$ cat src/rtl/div_datapath.sv
// Datapath for a 4-bit unsigned restoring divider.
// Holds the divisor (Y), the dividend/quotient shifter (X), the 5-bit partial
// remainder (R) and an iteration counter; a separate control unit drives all
// strobes. Results are captured into output registers on done.
module div_datapath (
    input  logic       clk,
    input  logic       rst,
    input  logic [3:0] dividend,
    input  logic [3:0] divisor,
    input  logic       ld,
    input  logic       ud,
    input  logic       ce,
    input  logic       ldx,
    input  logic       slx,
    input  logic       srx,
    input  logic       cex,
    input  logic       ldr,
    input  logic       slr,
    input  logic       srr,
    input  logic       cer,
    input  logic       s1,
    input  logic       s2,
    input  logic       s3,
    input  logic       done,
    output logic       r_lt_y,
    output logic       count_equ_0,
    output logic [3:0] quotient,
    output logic [3:0] remainder,
    output logic       div_by_zero
);

    localparam int unsigned DW = 4;
    localparam int unsigned RW = DW + 1;

    logic [DW-1:0] r_y;
    logic [DW-1:0] r_cnt;
    logic [DW-1:0] r_x;
    logic [RW-1:0] r_r;

    logic [RW-1:0] w_y_ext;
    logic [RW-1:0] w_r_sub;
    logic          w_qbit;

    // Compare/subtract helpers and the quotient bit shifted into X
    always_comb begin
        w_y_ext     = {1'b0, r_y};
        w_r_sub     = r_r - w_y_ext;
        r_lt_y      = (r_r < w_y_ext);
        count_equ_0 = (r_cnt == '0);
        w_qbit      = s1 & ~r_lt_y;
    end

    // Divisor register and divide-by-zero flag, both captured on ld
    always_ff @(posedge clk) begin
        if (rst) begin
            r_y         <= '0;
            div_by_zero <= 1'b0;
        end else if (ld) begin
            r_y         <= divisor;
            div_by_zero <= (divisor == '0);
        end
    end

    // Iteration counter: load 4 or 0, otherwise count up/down with wrap
    always_ff @(posedge clk) begin
        if (rst) begin
            r_cnt <= '0;
        end else if (ld) begin
            r_cnt <= s3 ? DW'(0) : DW'(4);
        end else if (ce) begin
            r_cnt <= ud ? (r_cnt + DW'(1)) : (r_cnt - DW'(1));
        end
    end

    // X: dividend in, quotient bits shifted in from the right
    always_ff @(posedge clk) begin
        if (rst) begin
            r_x <= '0;
        end else if (ldx) begin
            r_x <= dividend;
        end else if (cex) begin
            r_x <= '0;
        end else if (slx) begin
            r_x <= {r_x[DW-2:0], w_qbit};
        end else if (srx) begin
            r_x <= {1'b0, r_x[DW-1:1]};
        end
    end

    // R: partial remainder; shift-left pulls in the pre-edge X MSB
    always_ff @(posedge clk) begin
        if (rst) begin
            r_r <= '0;
        end else if (ldr) begin
            r_r <= s2 ? w_r_sub : RW'(0);
        end else if (cer) begin
            r_r <= '0;
        end else if (slr) begin
            r_r <= {r_r[RW-2:0], r_x[DW-1]};
        end else if (srr) begin
            r_r <= {1'b0, r_r[RW-1:1]};
        end
    end

    // Result registers, updated only on the done strobe
    always_ff @(posedge clk) begin
        if (rst) begin
            quotient  <= '0;
            remainder <= '0;
        end else if (done) begin
            quotient  <= r_x;
            remainder <= r_r[DW-1:0];
        end
    end

endmodule

$ cat config.mk
export PLATFORM = sky130hd
export DESIGN_NAME = div_datapath
export DESIGN_NICKNAME = d
export VERILOG_FILES = /design/src/rtl/div_datapath.sv
export SDC_FILE = /design/constraint.sdc
export NUM_CORES = 1
export LEC_CHECK = 0
export CAP_MARGIN = 0
export CELL_PAD_IN_SITES_DETAIL_PLACEMENT = 1
export CELL_PAD_IN_SITES_GLOBAL_PLACEMENT = 1
export CORE_MARGIN = 2
export CORE_UTILIZATION = 25
export DETAILED_ROUTE_END_ITERATION = 10
export GPL_TIMING_DRIVEN = 0
export PLACE_DENSITY_LB_ADDON = 0.05
export SYNTH_ARGS = -nofsm -noshare
export SYNTH_HDL_FRONTEND = slang
export SYNTH_SLANG_ARGS = --single-unit
export TNS_END_PERCENT = 10
$ cat constraint.sdc
create_clock -name clk -period 2.45 [get_ports clk]
set_input_delay 0.735 -clock clk [delete_from_list [all_inputs] [get_ports clk]]
set_output_delay 0.735 -clock clk [all_outputs]
set_load 0.02 [all_outputs]
==> impl_metrics.tcl <==
set metrics [dict create \
    hold_path_depth 2 \
    clk_pin_slew_worst_paths_ps 100 \
    design.portCount 36 \
    layout-area-overhead-vs-synth_pct 39.1 \
    max-cap-violations 0 \
    post_cts_hold_buffer_count 0 \
    min_to "div_by_zero" \
    drt_drc_violations_left 0 \
    period_minus_slack_ps 2360 \
    syn_avg_cell_area_um2 9.00 \
    layout_commonest_cell "clkdlybuf4s50_1" \
    aggregate_negative_setup_slack_ps 0 \
    timing.fmax_mhz 423 \
    antenna_found_initial 0 \
    grt_pass1_wl_mm 6.66 \
    post-route-cell-area_um2 1910 \
    ir_drop_v 0.000210 \
    global_route.usage.total 0.137 \
    path_class "register to output pin" \
    detailed_place.area_um2 1800 \
    syn_nets 186 \
    vias_per_instance 4.78 \
    fp.dieArea_um2 6110 \
    placementRows 27 \
    critical_path.reg2reg.endpoint "r_r[4]" \
    power.static_leakage_nw 0.731 \
    insertedDiodeCount 0 \
    layout_worst_path_cycle_share 0.965 \
    fp.coreArea_um2 5410 \
    cts-root-buf "clkbuf_8" \
    drt_wl_total_mm 3.88 \
    die_h_um 78.2 \
    holdCritStartpoint "div_by_zero" \
    clock_tree_buf_depth 2 \
    worst_slew_margin_rel 0.594 \
    netlist_instances 153 \
    worst_path_largest_cell_delay_ps 390 \
    most-common-layout-cells "32 x clkdlybuf4s50_1, 24 x nor2_1, 23 x dfxtp_1, 15 x mux2i_1, 10 x inv_1" \
    hold_viol 0 \
    postLayoutCoreUtil 0.354 \
    final_layout_size_suffix_gt1_frac 0.115 \
    later_pin_clock_latency_in_the_skew_report_ps 280 \
    drt_iter0_markers 18 \
    place_worst_setup_slack_ps -515 \
    detailedRoute.firstPassIterationCount 4 \
    global_route.overflow_total 0 \
    cp_data_arrival_time_ps 1630 \
    grt_setup_unrepaired "false" \
    type_of_the_most_critical_hold_path "register to register" \
    timing_max_transition_violations_final 0 \
    worstRegToRegCells 7 \
    clock_tree.htree_level_count 1 \
    final_nets 226 \
    wl_per_cell_um 14.7 \
    cts.sink_count 26 \
    netlist-cell-type-count 37 \
    timing.critical_path.fanout_max 5 \
    ff2ff_setup_slack_ps 540 \
    r2r_path_start "r_r[0]" \
    place.detailed.hpwl_mm 2.93 \
    worst_ep_required_time_ps 1710 \
    route.antenna.remaining_nets 0 \
    powerDensity_nw_per_um2 568 \
    report.final.setup_viol 0 \
    grt_max_degree 16 \
    ys_seq_elements 26 \
    clock-skew-final_ps 11.8 \
    worstPathCellList "ha_4 -> a21oi_2 -> o21ai_2 -> a211oi_2 -> buf_4" \
    routabilityCongestion 0.782 \
    io_buffers 33 \
    fin_ws_ps 86.5 \
    synth.cell_area_um2 1380 \
    critPathCaptureType "output pin" \
    run_status "completed" \
    floorplan.initialDensity 0.255 \
    chipWidth_um 78.2 \
    crit_path_start_kind "register" \
    synth-seq-area-share 0.378 \
    vias_in_the_first_global_route 1394 \
    critical-path-slowest-cell "dfxtp_4" \
    cts_buffers 3 \
    tightestPinTransition_ps 609 \
    vias 1263 \
    cts_tree "done" \
    yosys_warnings 0 \
]
[worst max path at each step]
stage                     slack, ps  startpoint      to  depth (start not counted)
after global routing            0.6      r_y[1]  r_lt_y                          6
final                            90      r_r[2]  r_lt_y                          5
after global placement         -490      r_r[2]  r_lt_y                          5
after floorplan                 130      r_y[2]  r_lt_y                          5
after CTS                         8      r_r[2]  r_lt_y                          5
after detailed placement       -510      r_y[2]  r_lt_y                          6
[area by class of cell]
cell class              instances  area [µm²]
plain buffers                   6        37.5
clock inverters                 1        30.0
well taps                      72        90.1
inverters                      10        37.5
clock buffers                   3        41.3
flip-flops and latches         26         529
fillers                       643        3490
multi-input cells             111         806
repair buffers                 35         343
[flip-flops by register name (all words and copies together) (netlist names)]
name / flops
div_by_zero: 1
r_cnt: 4
remainder: 4
r_y: 4
r_r: 5
quotient: 4
r_x: 4
[synth_stat cells]
master	count	share of area
a2111oi_0	2	0.013
a211oi_1	7	0.038
a21oi_1	8	0.029
a22oi_1	2	0.011
and4_1	1	0.0064
buf_6	2	0.016
clkbuf_1	4	0.011
dfxtp_1	26	0.38
fa_1	2	0.029
ha_1	6	0.055
inv_1	10	0.027
mux2_2	2	0.016
mux2i_1	15	0.11
nand2_1	7	0.019
nand2b_1	1	0.0045
nand3_1	2	0.0073
nand4_1	1	0.0045
nor2_1	24	0.065
nor2b_1	2	0.0091
nor3_1	2	0.0073
nor3b_1	1	0.0055
nor4_1	2	0.0091
o211ai_1	1	0.0055
o21a_1	1	0.0055
o21ai_0	4	0.015
o21ai_1	3	0.011
o221a_1	1	0.0082
o221a_2	1	0.0082
o221ai_1	2	0.013
o22ai_1	1	0.0045
o2bb2ai_1	1	0.0064
o31ai_1	1	0.0055
or2_2	2	0.0091
or3_1	1	0.0045
or4_4	1	0.0082
xnor2_1	3	0.019
xor2_1	1	0.0064
[metal layers]
layer | wire length (µm) | global-route usage | share of wire | vias to the layer above
li1 | - | - | - | 623
met1 | 1900 | 0.174 | 0.49 | 607
met2 | 1770 | 0.229 | 0.45 | 29
met3 | 166 | 0.0241 | 0.043 | 4
met4 | 53 | 0.0561 | 0.014 | 0
met5 | 0 | 0 | 0 | -
[worst max-delay path, delay by kind of cell, from the launching register on]
kind / cells / cell delay (ps)
flip-flops: 1 / 390
adder cells (fa/ha/maj): 1 / 260
buffers and inverters: 1 / 190
AO/OA/AOI/OAI: 3 / 500
[report_power, final]
group	switching (mW)	total [mW]	internal, mW
logic	0.119	0.252	0.132
registers	0.0218	0.466	0.444
clock network	0.151	0.370	0.219
total	0.292	1.09	0.795
[kinds of logic after synthesis]
kind of cell             after synthesis  share of synthesized area
multiplexers                          17                      0.125
adder cells (fa/ha/maj)                8                     0.0836
AO/OA/AOI/OAI                         35                      0.173
flip-flops                            26                      0.378
AND/OR/NAND/NOR                       47                      0.160
XOR/XNOR                               4                     0.0255
buffers and inverters                 16                     0.0545
[per-stage QoR]
step | power [mW] | hold WS (ps) | cells
final | 1.09 | 503 | 264
after global routing | 1.15 | 538 | 264
after CTS | 1.10 | 511 | 263
after detailed placement | 0.706 | 484 | 258
after global placement | 0.700 | 476 | 258
after floorplan | 0.601 | 448 | 153
[what timing repair did]
| item | CTS | global route |
|---|---|---|
| pin swaps | 1 | 3 |
| buffers inserted | 1 | 1 |
| gates resized for setup | 10 | 5 |
| setup endpoints to repair | 1 | 1 |
| hold endpoints to repair | 0 | 0 |
Power figures use the tool's default switching activity.
